## src/rtl/boot_loader_pkg.sv

```systemverilog
// boot_loader shared definitions: host commands,
// FSM state encoding and instruction width.
package boot_pkg;

  localparam logic [7:0] CMD_IMEM = 8'h01;
  localparam logic [7:0] CMD_DMEM = 8'h02;
  localparam logic [7:0] CMD_RUN  = 8'h03;

  localparam int INSTR_W = 9;

  typedef enum logic [2:0] {
    ST_IDLE,
    ST_LEN_HI,
    ST_LEN_LO,
    ST_PAYLOAD,
    ST_RUN
  } boot_state_t;

endpackage

```

## src/rtl/boot_loader_if.sv

```systemverilog
// boot_loader host byte stream: valid/ready handshake.
// master = host side, slave = loader side.
interface boot_loader_if;

  logic       in_valid;
  logic [7:0] in_data;
  logic       in_ready;

  modport master (
    output in_valid,
    output in_data,
    input  in_ready
  );

  modport slave (
    input  in_valid,
    input  in_data,
    output in_ready
  );

endinterface

```

## src/rtl/boot_loader_cycle_counter.sv

```systemverilog
// boot_cycle_counter: 32-bit saturating RUN cycle counter.
// Timeout compare only with BOOT_LOADER_TIMEOUT_EN.
module boot_cycle_counter #(
  parameter int unsigned TIMEOUT_CYCLES = 100000
) (
  input  logic        clk_i,
  input  logic        rst_i,
  input  logic        clr_i,
  input  logic        en_i,
  output logic [31:0] count_o,
  output logic        timeout_o
);

  logic [31:0] count_q;
  logic [31:0] count_d;

  // counter register
  always_ff @(posedge clk_i or posedge rst_i) begin
    if (rst_i) begin
      count_q <= '0;
    end else begin
      count_q <= count_d;
    end
  end

  // clear has priority; hold at all-ones once saturated
  always_comb begin
    count_d = count_q;
    if (clr_i) begin
      count_d = '0;
    end else if (en_i && (count_q != 32'hFFFF_FFFF)) begin
      count_d = count_q + 32'd1;
    end
  end

  assign count_o = count_q;

`ifdef BOOT_LOADER_TIMEOUT_EN
  // fires on the RUN cycle whose count reaches the limit
  assign timeout_o = en_i &&
    (({1'b0, count_q} + 33'd1) >= {1'b0, TIMEOUT_CYCLES});
`else
  logic unused_tmo;
  assign unused_tmo = (TIMEOUT_CYCLES == 0);
  assign timeout_o  = 1'b0;
`endif

endmodule

```

## src/rtl/boot_loader.sv

```systemverilog
// boot_loader: host byte-stream loader and run sequencer.
// Optional watchdog: define BOOT_LOADER_TIMEOUT_EN.
module boot_loader
  import boot_pkg::*;
#(
  parameter int unsigned IMEM_DEPTH     = 1024,
  parameter int unsigned DMEM_DEPTH     = 256,
  parameter int unsigned TIMEOUT_CYCLES = 100000
) (
  input  logic               CLK,
  input  logic               RESET,
  boot_loader_if.slave       host,
  output logic               core_reset,
  input  logic               halt_in,
  output logic               imem_we,
  output logic [15:0]        imem_addr,
  output logic [INSTR_W-1:0] imem_wdata,
  output logic               dmem_we,
  output logic [7:0]         dmem_addr,
  output logic [7:0]         dmem_wdata,
  output logic               done,
  output logic               err,
  output logic [31:0]        cycle_count
);

  boot_state_t state_q, state_d;

  logic               cmd_imem_q, cmd_imem_d;
  logic [15:0]        len_q, len_d;
  logic [15:0]        addr_q, addr_d;
  logic [7:0]         lo_q, lo_d;
  logic               phase_q, phase_d;
  logic               imem_we_q, imem_we_d;
  logic [15:0]        imem_addr_q, imem_addr_d;
  logic [INSTR_W-1:0] imem_wdata_q, imem_wdata_d;
  logic               dmem_we_q, dmem_we_d;
  logic [7:0]         dmem_addr_q, dmem_addr_d;
  logic [7:0]         dmem_wdata_q, dmem_wdata_d;
  logic               done_q, done_d;
  logic               err_q, err_d;

  logic acc;
  logic word_fin;
  logic run_enter;
  logic in_run;
  logic tmo;

  assign acc       = host.in_valid & host.in_ready;
  assign in_run    = (state_q == ST_RUN);
  assign word_fin  = acc && (state_q == ST_PAYLOAD) &&
                     (!cmd_imem_q || phase_q);
  assign run_enter = acc && (state_q == ST_IDLE) &&
                     (host.in_data == CMD_RUN);

  boot_cycle_counter #(
    .TIMEOUT_CYCLES (TIMEOUT_CYCLES)
  ) u_cnt (
    .clk_i     (CLK),
    .rst_i     (RESET),
    .clr_i     (run_enter),
    .en_i      (in_run),
    .count_o   (cycle_count),
    .timeout_o (tmo)
  );

  // state register
  always_ff @(posedge CLK or posedge RESET) begin
    if (RESET) begin
      state_q <= ST_IDLE;
    end else begin
      state_q <= state_d;
    end
  end

  // next-state decode
  always_comb begin
    state_d = state_q;
    unique case (state_q)
      ST_IDLE: begin
        if (acc) begin
          unique case (1'b1)
            (host.in_data == CMD_IMEM),
            (host.in_data == CMD_DMEM): state_d = ST_LEN_HI;
            (host.in_data == CMD_RUN):  state_d = ST_RUN;
            default:                    state_d = ST_IDLE;
          endcase
        end
      end
      ST_LEN_HI: begin
        if (acc) state_d = ST_LEN_LO;
      end
      ST_LEN_LO: begin
        if (acc) begin
          state_d = ({len_q[15:8], host.in_data} == 16'd0) ?
                    ST_IDLE : ST_PAYLOAD;
        end
      end
      ST_PAYLOAD: begin
        if (word_fin && (len_q == 16'd1)) state_d = ST_IDLE;
      end
      ST_RUN: begin
        if (halt_in || tmo) state_d = ST_IDLE;
      end
      default: state_d = ST_IDLE;
    endcase
  end

  // state-decoded outputs; ready is held low while in reset
  always_comb begin
    core_reset    = (state_q != ST_RUN);
    host.in_ready = !RESET && (state_q != ST_RUN);
  end

  // datapath and flag registers
  always_ff @(posedge CLK or posedge RESET) begin
    if (RESET) begin
      cmd_imem_q   <= 1'b0;
      len_q        <= '0;
      addr_q       <= '0;
      lo_q         <= '0;
      phase_q      <= 1'b0;
      imem_we_q    <= 1'b0;
      imem_addr_q  <= '0;
      imem_wdata_q <= '0;
      dmem_we_q    <= 1'b0;
      dmem_addr_q  <= '0;
      dmem_wdata_q <= '0;
      done_q       <= 1'b0;
      err_q        <= 1'b0;
    end else begin
      cmd_imem_q   <= cmd_imem_d;
      len_q        <= len_d;
      addr_q       <= addr_d;
      lo_q         <= lo_d;
      phase_q      <= phase_d;
      imem_we_q    <= imem_we_d;
      imem_addr_q  <= imem_addr_d;
      imem_wdata_q <= imem_wdata_d;
      dmem_we_q    <= dmem_we_d;
      dmem_addr_q  <= dmem_addr_d;
      dmem_wdata_q <= dmem_wdata_d;
      done_q       <= done_d;
      err_q        <= err_d;
    end
  end

  // byte parsing, word assembly and write strobes
  always_comb begin
    cmd_imem_d   = cmd_imem_q;
    len_d        = len_q;
    addr_d       = addr_q;
    lo_d         = lo_q;
    phase_d      = phase_q;
    imem_we_d    = 1'b0;
    imem_addr_d  = imem_addr_q;
    imem_wdata_d = imem_wdata_q;
    dmem_we_d    = 1'b0;
    dmem_addr_d  = dmem_addr_q;
    dmem_wdata_d = dmem_wdata_q;
    done_d       = done_q;
    err_d        = err_q;
    unique case (state_q)
      ST_IDLE: begin
        if (acc) begin
          unique case (1'b1)
            (host.in_data == CMD_IMEM): cmd_imem_d = 1'b1;
            (host.in_data == CMD_DMEM): cmd_imem_d = 1'b0;
            (host.in_data == CMD_RUN):  done_d     = 1'b0;
            default:                    err_d      = 1'b1;
          endcase
        end
      end
      ST_LEN_HI: begin
        if (acc) len_d[15:8] = host.in_data;
      end
      ST_LEN_LO: begin
        if (acc) begin
          len_d   = {len_q[15:8], host.in_data};
          addr_d  = '0;
          phase_d = 1'b0;
        end
      end
      ST_PAYLOAD: begin
        if (acc && cmd_imem_q && !phase_q) begin
          lo_d    = host.in_data;
          phase_d = 1'b1;
        end else if (acc) begin
          phase_d = 1'b0;
          addr_d  = addr_q + 16'd1;
          len_d   = len_q - 16'd1;
          if (cmd_imem_q) begin
            if ({16'd0, addr_q} < IMEM_DEPTH) begin
              imem_we_d    = 1'b1;
              imem_addr_d  = addr_q;
              imem_wdata_d = {host.in_data[0], lo_q};
            end else begin
              err_d = 1'b1;
            end
          end else begin
            if ({16'd0, addr_q} < DMEM_DEPTH) begin
              dmem_we_d    = 1'b1;
              dmem_addr_d  = addr_q[7:0];
              dmem_wdata_d = host.in_data;
            end else begin
              err_d = 1'b1;
            end
          end
        end
      end
      ST_RUN: begin
        if (halt_in) begin
          done_d = 1'b1;
        end else if (tmo) begin
          err_d = 1'b1;
        end
      end
      default: ;
    endcase
  end

  assign imem_we    = imem_we_q;
  assign imem_addr  = imem_addr_q;
  assign imem_wdata = imem_wdata_q;
  assign dmem_we    = dmem_we_q;
  assign dmem_addr  = dmem_addr_q;
  assign dmem_wdata = dmem_wdata_q;
  assign done       = done_q;
  assign err        = err_q;

endmodule

```

## src/flat_wrapper.sv

```systemverilog
// flat-port wrapper written by rule: the top's interface ports become plain ports
module boot_loader_flat import boot_pkg::*;
#(
  parameter int unsigned IMEM_DEPTH     = 1024,
  parameter int unsigned DMEM_DEPTH     = 256,
  parameter int unsigned TIMEOUT_CYCLES = 100000
)
  (CLK, RESET, core_reset, halt_in, imem_we, imem_addr, imem_wdata, dmem_we, dmem_addr, dmem_wdata, done, err, cycle_count, host_in_valid, host_in_data, host_in_ready);
  boot_loader_if host_i ();
  input  logic CLK;
  input  logic RESET;
  output logic core_reset;
  input  logic halt_in;
  output logic imem_we;
  output logic [15:0] imem_addr;
  output logic [INSTR_W-1:0] imem_wdata;
  output logic dmem_we;
  output logic [7:0] dmem_addr;
  output logic [7:0] dmem_wdata;
  output logic done;
  output logic err;
  output logic [31:0] cycle_count;
  input wire logic [$bits(host_i.in_valid)-1:0] host_in_valid;
  input wire logic [$bits(host_i.in_data)-1:0] host_in_data;
  output wire logic [$bits(host_i.in_ready)-1:0] host_in_ready;
  assign host_i.in_valid = host_in_valid;
  assign host_i.in_data = host_in_data;
  assign host_in_ready = host_i.in_ready;
  boot_loader #(.IMEM_DEPTH(IMEM_DEPTH), .DMEM_DEPTH(DMEM_DEPTH), .TIMEOUT_CYCLES(TIMEOUT_CYCLES)) u_core (.CLK(CLK), .RESET(RESET), .host(host_i), .core_reset(core_reset), .halt_in(halt_in), .imem_we(imem_we), .imem_addr(imem_addr), .imem_wdata(imem_wdata), .dmem_we(dmem_we), .dmem_addr(dmem_addr), .dmem_wdata(dmem_wdata), .done(done), .err(err), .cycle_count(cycle_count));
endmodule
```

## config.mk

```make
export PLATFORM = sky130hd
export DESIGN_NAME = boot_loader_flat
export DESIGN_NICKNAME = d
export VERILOG_FILES = /design/src/rtl/boot_loader_pkg.sv /design/src/rtl/boot_loader_if.sv /design/src/rtl/boot_loader_cycle_counter.sv /design/src/rtl/boot_loader.sv /design/src/flat_wrapper.sv
export SDC_FILE = /design/constraint.sdc
export NUM_CORES = 1
export LEC_CHECK = 0
export CAP_MARGIN = 20
export CORE_AREA = 5 5 129 131
export CTS_CLUSTER_DIAMETER = 100
export CTS_CLUSTER_SIZE = 28
export DETAILED_ROUTE_END_ITERATION = 10
export DIE_AREA = 0 0 134 136
export HOLD_SLACK_MARGIN = 0.1
export PLACE_DENSITY = 0.64
export SKIP_CTS_REPAIR_TIMING = 1
export SLEW_MARGIN = 20
export SYNTH_ARGS = -nofsm -noshare
export SYNTH_HDL_FRONTEND = slang
export SYNTH_SLANG_ARGS = --single-unit
```

## constraint.sdc

```tcl
create_clock -name CLK -period 4.3 [get_ports CLK]
set_input_delay 1.29 -clock CLK [delete_from_list [all_inputs] [get_ports CLK]]
set_output_delay 1.29 -clock CLK [all_outputs]
set_load 0.01 [all_outputs]
```

; ---- After elaboration in Yosys (flattened, before gate mapping)
; Index checks and enable logic that the tools add are counted.
[totals]
register_bits = 122
in_bits = 12
out_inout_bits = 79
word_cells = 124
[classes]
addsub = 3
order_cmp = 2
eq_ne = 21
n_mux = 46
bitwise = 4
n_reduce_logical = 32
[ops]
columns = op, count
row1 = 16-bit 2-to-1 mux, 5
row2 = 32-bit 2-to-1 mux, 2
row3 = "32-bit by 1-bit adder with 32-bit output, second input constant", 1
row4 = "32-bit != test, second input constant", 1
row5 = 16-bit case mux with 2 select lines, 1
row6 = 8-bit case mux with 3 select lines, 1
row7 = 1-bit 2-to-1 mux, 22
row8 = 5-bit AND reduction, 4
row9 = "16-bit by 1-bit adder with 16-bit output, second input constant", 1
row10 = "16-bit by 1-bit equality test with 1-bit output, second input constant", 1
row11 = "8-bit by 2-bit equality test with 1-bit output, second input constant", 2
row12 = 16-bit zero test, 1
row13 = "16-bit by 11-bit < comparator with 1-bit output, second input constant", 1
row14 = "16-bit by 9-bit < comparator with 1-bit output, second input constant", 1
row15 = 8-bit 2-to-1 mux, 2
row16 = 8-bit case mux with 2 select lines, 1
row17 = "16-bit by 1-bit subtractor with 16-bit output, second input constant", 1
row18 = 3-bit 2-to-1 mux, 5
row19 = 3-bit case mux with 5 select lines, 1
row20 = 2-bit nonzero test, 6
row21 = "2-bit != test, second input constant", 5
row22 = 1-bit logical AND, 9
row23 = "8-bit by 1-bit equality test with 1-bit output, second input constant", 1
row24 = "2-bit by 1-bit != test with 1-bit output, second input constant", 4
row25 = other kinds (19), 29

; ---- Logic depth before layout (Yosys ltp)
[depth]
word_depth = 8
ltp_mapped = 7
mapped_depth_nobuf = 7

; ---- Hierarchy
; From an unflattened synthesis, not the netlist that was laid out.
[hier_totals]
cells_unflattened = 596
hier_area_um2 = 6233.5
[by_module_without_submodules]
columns = module, n_inst, cells_per_inst, area_per_inst_um2, seq_area_each_um2
row1 = boot_loader, 1, 399, 4395.5, 2252.2
row2 = boot_cycle_counter, 1, 197, 1838.0, 800.8

; ---- Worst setup path before layout
; Ideal clock, no wire load.
[synth_timing]
path_type = input port to flip-flop
startpoint = in host_in_valid
endpoint = reg u_core.dmem_addr_q[0] (netlist: u_core.dmem_addr[0])
setup_time_ns = 0.125
arrival_time_ns = 2.731
t_required_ns = 4.175
path_slack_ns = 1.444
cell_stages = 6
path_cell_list = nor2b_1 > nand3_2 > or4_4 > buf_6 > buf_12 > mux2_4
[synth_between]
elab_chain_len = 5
[synth_lines]
columns = element, line
row1 = "start, declared", flat_wrapper.sv:23  ; input wire logic [$bits(host_i.in_valid)-1:0] host_in_valid;
row2 = 1-bit AND *, boot_loader.sv:48  ; assign acc = host.in_valid & host.in_ready;
row3 = 1-bit logical AND (2 in series), boot_loader.sv:184  ; if (acc && cmd_imem_q && !phase_q) begin
row4 = 1-bit inverter (no line), n/a
row5 = 5-bit AND reduction (no line) *, n/a
row6 = "end signal, assigned", boot_loader.sv:140  ; dmem_addr_q <= dmem_addr_d;
row7 = "end, declared", boot_loader.sv:37  ; logic [7:0] dmem_addr_q, dmem_addr_d;
; Every way passes the cells marked *; elsewhere a longest branch is shown, timed or not.
; A chain may end at the register's enable or synchronous reset.

; ---- Worst setup path after layout
[layout_timing]
startpoint = in RESET
endpoint = out host_in_ready
[layout_between]
elab_chain_len = 2
[layout_lines]
columns = element, line
row1 = "start, declared", flat_wrapper.sv:11  ; input logic RESET;
row2 = 1-bit zero test (no line), n/a
row3 = 1-bit logical AND, boot_loader.sv:111  ; host.in_ready = !RESET && (state_q != ST_RUN);
row4 = "end, declared", flat_wrapper.sv:25  ; output wire logic [$bits(host_i.in_ready)-1:0] host_in_ready;
; Every way passes these cells.

==> impl_metrics.py <==
metrics = {
    "outcome": {
        "outcome": "complete, no violations",
    },
    "placed_design": {
        "postPlaceCellArea_um2": 7120,
        "place_inst": 848,
        "hpwl_um": 10500,
        "gp_congestion": 0.848,
        "port_buffers": 90,
    },
    "sta": {
        "worst-slew-pin-transition_ns": 0.963,
        "period_needed_ns": 3.80,
        "hold_viol": 0,
        "timing.setup.tns_ns": 0,
        "fin_crit_sh_pct": 88.3,
        "clock.fmax_mhz": 263,
        "final-setup-viol-count": 0,
        "slew_viol_final": 0,
        "final.setup_skew_ns": 0.00596,
        "max_slew_margin_pct": 35.3,
        "rsz0062_at_grt": "no",
    },
    "synth": {
        "synth_compound_area_share_pct": 11.1,
        "syn_area_um2": 5970,
        "avgSynthCellArea_um2": 10.4,
        "syn-instance-count": 575,
        "synthMuxAreaShare_pct": 10.2,
        "yosysSeqAreaShare_pct": 51.1,
        "synth.distinct_cells": 66,
        "yosysTopAreaCell": "dfrtp_1",
        "syn-num-nets": 591,
        "synth_area_leaders": "dfrtp_1, mux2_2, nand2_1",
        "yosys.area_share.xor_xnor_pct": 3.52,
        "synth-simple-area-share_pct": 20.6,
        "yosysWarningCount": 0,
        "synth_top_area_share_pct": 51.1,
        "ys_ff_latch": 122,
        "synth_edf_count": 0,
        "yosys.area_share.adder_pct": 0.838,
        "postSynth.asyncResetShare_pct": 100,
        "synth_top_family_by_area": "simple AND/OR/NAND/NOR gates",
        "yosys_most_used_dff": "dfrtp_1",
    },
    "pwr": {
        "p_int_mw": 2.43,
        "ir_worst_vdd_mv": 0.290,
        "switching_power_mw": 1.08,
        "p_clk_share_pct": 35.5,
        "leakage_nw": 3.34,
        "sw_frac_of_total_pct": 30.8,
        "power_density_nw_per_um2": 459,
        "seqPwrFrac_pct": 41.9,
        "combPwrFrac_pct": 22.6,
    },
    "drt": {
        "drtPass1Iterations": 6,
        "routed_wl_um": 14900,
        "ant_nets": 0,
        "via_per_inst": 5.52,
        "drt-initial-drc-count": 435,
        "drc": 0,
        "avgRoutedWirePerCell_um": 16.9,
        "via_count": 4851,
    },
    "worst_hold_path": {
        "hold_class": "flip-flop to flip-flop",
    },
    "final_layout": {
        "final_nets": 691,
        "nFillCells": 1400,
        "drive_above_1_share_pct": 15.1,
        "stdcell_area_um2": 7640,
        "layout-area-overhead-vs-synth_pct": 27.8,
        "layout.cells.non_filler": 879,
        "utilization_pct": 49.3,
        "antennaDiodeCount": 0,
    },
    "clocking": {
        "cts_made_buffers": 17,
        "cts_root_buf": "clkbuf_16",
        "path_clk_slew_ns": 0.05,
        "clock_latency_ns": 0.41,
        "cts_tree": "yes",
        "clkSinkCount": 122,
        "clk_path_buf_depth": 2,
        "h-tree-depth": 4,
    },
    "critical_path": {
        "arrival_ns": 2.51,
        "crit_type": "input port to primary output",
        "cp.required_ns": 3.01,
        "worstPathMaxFanout": 5,
        "r2r_setup_slack_ns": 1.61,
        "end_kind": "primary output",
        "start_kind": "input port",
    },
    "floorplanning": {
        "dieArea_um2": 18200,
        "fp-row-count": 46,
        "floorplan.initialDensity_pct": 38.6,
        "dieWidth_um": 134,
        "core_area_um2": 15500,
        "die_h_um": 136,
        "ioPinCount": 91,
    },
    "grt": {
        "grt_pass1_wl_um": 24500,
        "antenna_found_initial": 0,
        "grt_pass1_vias": 4724,
        "gr-usage-all-layers_pct": 16.8,
        "grt_max_degree": 86,
        "overflow": 0,
    },
    "run": {
        "cap_violations": 0,
    },
}
## path summary, 6_finish.rpt
check                                               from                       end  depth (start not counted)
worst max-delay path                               RESET             host_in_ready                          3
worst min-delay path                u_core.imem_addr[14]      u_core.imem_addr[14]                          1
worst max register to register  u_core.u_cnt.count_o[20]  u_core.u_cnt.count_o[19]                          5
worst min register to register      u_core.imem_addr[14]      u_core.imem_addr[14]                          1
max in group asynchronous                          RESET       u_core.imem_addr[2]                          3
min in group asynchronous                          RESET         u_core.state_q[0]                          3
## critical path: stages
cell             delay, ns
clkdlybuf4s50_1       0.52
nor2_1                0.15
clkdlybuf4s50_1       0.55
## per-layer routing
layer / global-route usage [%] / part of all wire [%]
met5: 0 / 0
met4: 5.60 / 1.5
met3: 4.37 / 5.5
met2: 26.9 / 48
met1: 22.4 / 45
## power groups by stage
stage | clock network (mW) | logic [mW] | registers [mW]
floorplan | 0 | 0.513 | 1.46
global placement | 0 | 0.771 | 1.48
detailed placement | 0 | 0.794 | 1.48
CTS | 1.28 | 0.800 | 1.47
global route | 1.33 | 0.882 | 1.49
finish | 1.25 | 0.793 | 1.47
## layout make-up
type | count | area (µm²) | share of cell area, %
clock inverter | 9 | 50.0 | 0.655
inverter | 12 | 48.8 | 0.639
tap | 192 | 240 | 3.15
clock buffer | 22 | 464 | 6.08
multi-input combinational | 418 | 2760 | 36.2
timing repair buffer | 104 | 1020 | 13.3
sequential | 122 | 3050 | 40.0
## flip-flops by register name, indices dropped and copies added, names as in the netlist
name,flops
u_core.addr_q,16
u_core.len_q,16
u_core.dmem_addr,8
u_core.cmd_imem_q,1
u_core.dmem_we,1
u_core.state_q,3
u_core.err,1
u_core.u_cnt.count_o,32
u_core.done,1
u_core.imem_we,1
u_core.phase_q,1
u_core.dmem_wdata,8
u_core.lo_q,8
u_core.imem_wdata,9
u_core.imem_addr,16
## logic make-up after synthesis
kind of cell               count (synthesis)
muxes                                     52
adders and majority gates                  4
AOI/OAI and AO/OA                        106
DFF                                      122
xor gates and xnor gates                  24
and+or+nand+nor                          232
buffers and inverters                     35
## through the flow
stage	hold slack, ns	power (mW)	setup slack (ns)
floorplan	0.464	1.97	1.44
global placement	0.481	2.25	0.498
detailed placement	0.484	2.28	0.494
CTS	0.502	3.54	0.490
global route	0.520	3.70	0.459
finish	0.498	3.51	0.502
## cells in the final DEF, fill, tap and decap left out, types with 3 or more instances in the layout
cell type / count
a21o_1: 4
a21oi_1: 28
a22o_1: 4
a31oi_1: 4
and3_1: 6
and4_1: 5
buf_4: 13
clkbuf_1: 3
clkbuf_16: 17
clkdlybuf4s50_1: 90
clkinv_2: 7
clkinvlp_4: 3
dfrtp_1: 122
ha_1: 4
inv_1: 10
mux2_2: 35
mux2_4: 9
mux2i_1: 8
nand2_1: 59
nand2b_1: 7
nand3_1: 13
nand4_1: 13
nor2_1: 55
nor2b_1: 9
nor3_1: 10
nor4_1: 14
o2111ai_1: 3
o211ai_1: 3
o21ai_0: 35
o22ai_1: 3
o31ai_1: 4
or3_1: 11
or4_1: 8
xnor2_1: 20
xor2_1: 4
## cell usage after synthesis, types with 5 or more instances
cell type  number
nor4_1         14
or3_1          11
xnor2_1        20
and3_1          6
dfrtp_1       122
clkbuf_1       17
nand2b_1        7
o21ai_0        35
nand2_1        59
inv_1          11
and4_1          5
mux2i_1         8
mux2_2         35
nor2_1         55
a21oi_1        28
nand4_1        13
mux2_4          9
or4_1           8
nand3_1        13
nor2b_1         9
nor3_1         10
Power figures use the tool's default switching activity.
